**src/rtl/mac_operand_loader.sv**
```systemverilog
// mac_operand_loader: gathers operand A then operand B from a word-serial
// stream and presents the completed pair to the MAC with its own handshake.
// A staging buffer sits in front of the output registers, so the next pair
// can stream in while the MAC is still holding the current one.
// Build option: LOADER_MSW_FIRST_EN places word 0 in the most-significant
// slice instead of the least-significant slice.
//
// state  | meaning
// FILL_A | collecting words of operand A into stage_a
// FILL_B | collecting words of operand B into stage_b
// FULL   | staging holds a complete pair waiting for the output slot
module mac_operand_loader #(
  parameter int WORD_W = 32,
  parameter int OP_W   = 256
) (
  input  logic              clk,
  input  logic              rst,
  input  logic [WORD_W-1:0] in_data,
  input  logic              in_valid,
  input  logic              in_last,
  output logic              in_ready,
  output logic [OP_W-1:0]   op_a,
  output logic [OP_W-1:0]   op_b,
  output logic              op_valid,
  input  logic              op_ready,
  output logic              frame_err,
  output logic [15:0]       pair_cnt
);

  localparam int WORDS = OP_W / WORD_W;
  localparam int KW    = (WORDS > 1) ? $clog2(WORDS) : 1;
  localparam int OFF_W = (OP_W > 1) ? $clog2(OP_W) : 1;

  typedef enum logic [1:0] {
    FILL_A = 2'd0,
    FILL_B = 2'd1,
    FULL   = 2'd2
  } state_t;

  state_t            state, state_nxt;
  logic [KW-1:0]     word_idx;
  logic [OP_W-1:0]   stage_a, stage_b;
  logic [OP_W-1:0]   b_merged;
  logic [OFF_W-1:0]  slice_base;
  logic              word_fire, pair_fire, last_word, slot_free;
  logic              load_stream, load_stage;

  assign in_ready  = (state != FULL);
  assign word_fire = in_valid & in_ready;
  assign pair_fire = op_valid & op_ready;
  assign slot_free = ~op_valid | op_ready;
  assign last_word = (word_idx == KW'(WORDS - 1));

  // Bit offset of the current word, plus operand B with that word already
  // merged in so a finishing pair can go straight to the output registers.
  always_comb begin
`ifdef LOADER_MSW_FIRST_EN
    slice_base = OFF_W'(OP_W - WORD_W) - OFF_W'(word_idx) * OFF_W'(WORD_W);
`else
    slice_base = OFF_W'(word_idx) * OFF_W'(WORD_W);
`endif
    b_merged = stage_b;
    b_merged[slice_base +: WORD_W] = in_data;
  end

  // Staging state register.
  always_ff @(posedge clk) begin
    if (rst) state <= FILL_A;
    else     state <= state_nxt;
  end

  // Next-state decode and output-slot load selection.
  always_comb begin
    state_nxt   = state;
    load_stream = 1'b0;
    load_stage  = 1'b0;
    case (state)
      FILL_A: if (word_fire && last_word) state_nxt = FILL_B;
      FILL_B: begin
        if (word_fire && last_word) begin
          if (slot_free) begin
            state_nxt   = FILL_A;
            load_stream = 1'b1;
          end else begin
            state_nxt = FULL;
          end
        end
      end
      FULL: begin
        // op_valid is always set while FULL, so op_ready alone means accept.
        if (op_ready) begin
          state_nxt  = FILL_A;
          load_stage = 1'b1;
        end
      end
      default: state_nxt = FILL_A;
    endcase
  end

  // Word index, staging writes and the sticky framing check.
  always_ff @(posedge clk) begin
    if (rst) begin
      word_idx  <= '0;
      stage_a   <= '0;
      stage_b   <= '0;
      frame_err <= 1'b0;
    end else if (word_fire) begin
      word_idx <= last_word ? '0 : word_idx + KW'(1);
      if (state == FILL_A) stage_a[slice_base +: WORD_W] <= in_data;
      else                 stage_b[slice_base +: WORD_W] <= in_data;
      if (in_last != ((state == FILL_B) && last_word)) frame_err <= 1'b1;
    end
  end

  // Output pair registers, valid flag and delivered-pair counter.
  always_ff @(posedge clk) begin
    if (rst) begin
      op_a     <= '0;
      op_b     <= '0;
      op_valid <= 1'b0;
      pair_cnt <= '0;
    end else begin
      if (load_stream) begin
        op_a     <= stage_a;
        op_b     <= b_merged;
        op_valid <= 1'b1;
      end else if (load_stage) begin
        op_a     <= stage_a;
        op_b     <= stage_b;
        op_valid <= 1'b1;
      end else if (pair_fire) begin
        op_valid <= 1'b0;
      end
      if (pair_fire) pair_cnt <= pair_cnt + 16'd1;
    end
  end

endmodule
```
**config.mk**
```make
export PLATFORM = sky130hd
export DESIGN_NAME = mac_operand_loader
export DESIGN_NICKNAME = d
export VERILOG_FILES = /design/src/rtl/mac_operand_loader.sv
export SDC_FILE = /design/constraint.sdc
export NUM_CORES = 2
export LEC_CHECK = 0
export ABC_AREA = 1
export CORE_MARGIN = 2
export CORE_UTILIZATION = 64
export CTS_CLUSTER_SIZE = 14
export DETAILED_ROUTE_END_ITERATION = 6
export DONT_BUFFER_PORTS = 1
export PLACE_DENSITY = 0.8
export SLEW_MARGIN = 20
export SYNTH_ARGS = -nofsm -noshare
export SYNTH_HDL_FRONTEND = slang
export SYNTH_SLANG_ARGS = --single-unit
export TNS_END_PERCENT = 5
```
**constraint.sdc**
```tcl
create_clock -name clk -period 2.9 [get_ports clk]
set_input_delay 0.725 -clock clk [delete_from_list [all_inputs] [get_ports clk]]
set_output_delay 0.725 -clock clk [all_outputs]
set_load 0.01 [all_outputs]
```
==> impl_metrics.json <==
{
  "fillerInstances": 5542,
  "fin_area_um2": 48600,
  "clock.fmax_mhz": 366,
  "start_util_pct": 64.6,
  "postSynth.asyncResetShare_pct": 0,
  "ff2ff_setup_slack_ns": 0.17,
  "grt_pass1_wl_mm": 223,
  "drv_slew": 0,
  "root_buffer": "clkbuf_16",
  "leakagePower_uw": 0.0226,
  "clk_latency_ns": 0.68,
  "netlist_area_um2": 44300,
  "status": "complete, no violations",
  "placed_cell_area_um2": 45000,
  "syn_avg_cell_area_um2": 7.06,
  "num_io_pins": 568,
  "setup_violations": 0,
  "fin_tns_setup_ns": 0,
  "synth_cells": 6275,
  "cts_buffer_depth": 3,
  "crit_type": "register to register",
  "ant_nets": 0,
  "drc": 0,
  "place_hpwl_mm": 97.5,
  "antenna_found_initial": 5,
  "ys_top_cells_by_area": "dfxtp_1 (47%), nand2_1 (10%), o21ai_0 (9.2%)",
  "path_clk_slew_ns": 0.06,
  "synthDistinctLibCells": 32,
  "clock-sinks": 1047,
  "avgViaCountPerCell": 5.94,
  "final_nets": 6076,
  "dieHeight_um": 267,
  "drt_first_pass_iters": 6,
  "yosys_warnings": 0,
  "track_usage_pct": 40.8,
  "r2r_start": "word_idx[0]$_SDFFE_PP0P_",
  "min_to": "stage_a[107]$_SDFFE_PP0P_",
  "ir_drop_v": 0.000470,
  "portBuffers": 0,
  "slew_headroom_pct": 22.7,
  "fin_hold_ws_ns": 0.156,
  "cts_tree": "done",
  "layout_setup_ws_ns": 0.166,
  "synthTopCellsByCount": "nand2_1 (1194), dfxtp_1 (1047), o21ai_0 (818), inv_1 (694), nor2_1 (675)",
  "post-cts-setup-buffers": 0,
  "die_x_um": 267,
  "max_slew.worst_pin.slew_ns": 1.16,
  "grt-ovfl-total": 0,
  "hold_path_class": "primary input to register",
  "ys_ff_latch": 1047,
  "rows": 96,
  "worstRegToRegCells": 10,
  "layout-drive-gt1-share_pct": 6.78,
  "vias": 41918,
  "worstSetupEndpointType": "register",
  "drt_iter0_markers": 5080,
  "syn_nets": 6318,
  "drt-wirelength-per-cell_um": 21.6,
  "crit_path_start_kind": "register",
  "place_ws_ns": 0.290,
  "grt_pass1_vias": 36977,
  "worst_r2r_endpoint": "op_b[67]$_SDFFE_PP0P_",
  "grt_max_degree": 169,
  "drv_cap": 0,
  "cellPowerDensity_nw_per_um2": 619,
  "crit_fanout": 8,
  "hold_depth": 1,
  "synth.most_common_cell": "nand2_1",
  "final.period_utilization_pct": 94.3,
  "area_growth_pct": 9.55,
  "cts_made_buffers": 103,
  "ys_seq_area_share_pct": 47.3,
  "drt-total-wl_mm": 152,
  "netlist.area_leader.share_pct": 47.3,
  "hold_viol": 0,
  "synth_edf_count": 0,
  "fin_total_pwr_uw": 30100,
  "dieArea_um2": 71400,
  "synth_ff_type": "dfxtp_1",
  "rsz0062_at_grt": "no",
  "worstPathRequired_ns": 3.49,
  "fin_crit_ns": 2.73,
  "yosysTopAreaCell": "dfxtp_1",
  "place_congestion": 0.915,
  "worstPathArrival_ns": 3.33,
  "worstHoldStart": "rst",
  "htreeDepth": 3,
  "core-area_um2": 68600,
  "fin_skew_ns": 0.0294
}
[per-stage QoR]
step / util, % / instances
floorplan: - / 6275
detailed placement: 65.7 / 6859
global placement: 65.7 / 6859
finish: 70.8 / 7051
global route: 70.8 / 7048
CTS: 70.8 / 7048
[registers in the layout, summed over array words and instances, names as in the netlist]
name / count
frame_err: 1
op_a: 256
op_b: 256
op_valid: 1
pair_cnt: 16
stage_a: 256
stage_b: 256
state: 2
word_idx: 3
[what timing repair did]
item / CTS / global route
endpoints found under the setup margin: 0 / 2
resized for setup: 0 / 2
hold buffers: 0 / 0
[cells by family after synthesis]
group | share of synthesized area [%]
buffers and inverters | 10.6
XOR/XNOR | 0.0198
adder cells (fa/ha/maj) | 0.169
AND/OR/NAND/NOR | 24.3
AO/OA/AOI/OAI | 17.6
flip-flops | 47.3
[area by class of cell]
class | count | area, um^2 | share of cell area, %
tap | 931 | 1160 | 2.40
clock inverter | 40 | 494 | 1.02
sequential | 1047 | 21000 | 43.2
multi-input combinational | 4045 | 18800 | 38.6
inverter | 712 | 2700 | 5.56
clock buffer | 149 | 3010 | 6.20
antenna | 3 | 7.51 | 0.0155
timing repair buffer | 124 | 1470 | 3.03
[worst max-delay path by stage]
stage / from / end / slack (ns) / cells after the start
floorplan: word_idx[0]$_SDFFE_PP0P_ / stage_a[24]$_SDFFE_PP0P_ / 0.65 / 13
global placement: word_idx[0]$_SDFFE_PP0P_ / op_b[50]$_SDFFE_PP0P_ / 0.36 / 13
detailed placement: word_idx[0]$_SDFFE_PP0P_ / op_b[66]$_SDFFE_PP0P_ / 0.29 / 10
CTS: word_idx[0]$_SDFFE_PP0P_ / op_b[39]$_SDFFE_PP0P_ / 0.26 / 11
global route: word_idx[0]$_SDFFE_PP0P_ / stage_a[128]$_SDFFE_PP0P_ / 0.05 / 10
finish: word_idx[0]$_SDFFE_PP0P_ / op_b[67]$_SDFFE_PP0P_ / 0.17 / 10
[cells in the final DEF, fill, tap and decap left out, drive strengths merged]
cell and count:
nor3 4, o21a 1, diode 3, inv 713, dfxtp 1047, nand2 1199, nor2 685, clkbuf 149
clkinv 30, nor4 1, a211oi 47, o21bai 29, nand3 621, clkinvlp 2, buf 124, a21oi 393
bufinv 7, and2 1, or2 79, nand4 3, a31oi 1, xor2 1, nor3b 2, o21ai 822
o211ai 150, ha 6
[routing by layer]
layer	vias up	wire [um]	track usage, %
met5	-	57	0
met4	6	12500	30.0
met3	497	18600	13.2
met2	2236	63900	59.6
met1	19432	57100	50.5
li1	19747	-	-
[worst max-delay path, cell delays in order, from the launching register on]
cell and delay, ns:
dfxtp_1 0.40, inv_4 0.06, ha_1 0.21, ha_1 0.21
nor2_2 0.21, nand2_1 0.25, nor2_1 0.78, nand2_1 0.17
nand3_1 0.13, nand2_1 0.09, a21oi_1 0.13
[report_power, final]
part / internal, uW / switching [uW]
logic: 385 / 1290
registers: 14500 / 77.1
clock network: 7880 / 5920
(Power assumes the default switching activity.)
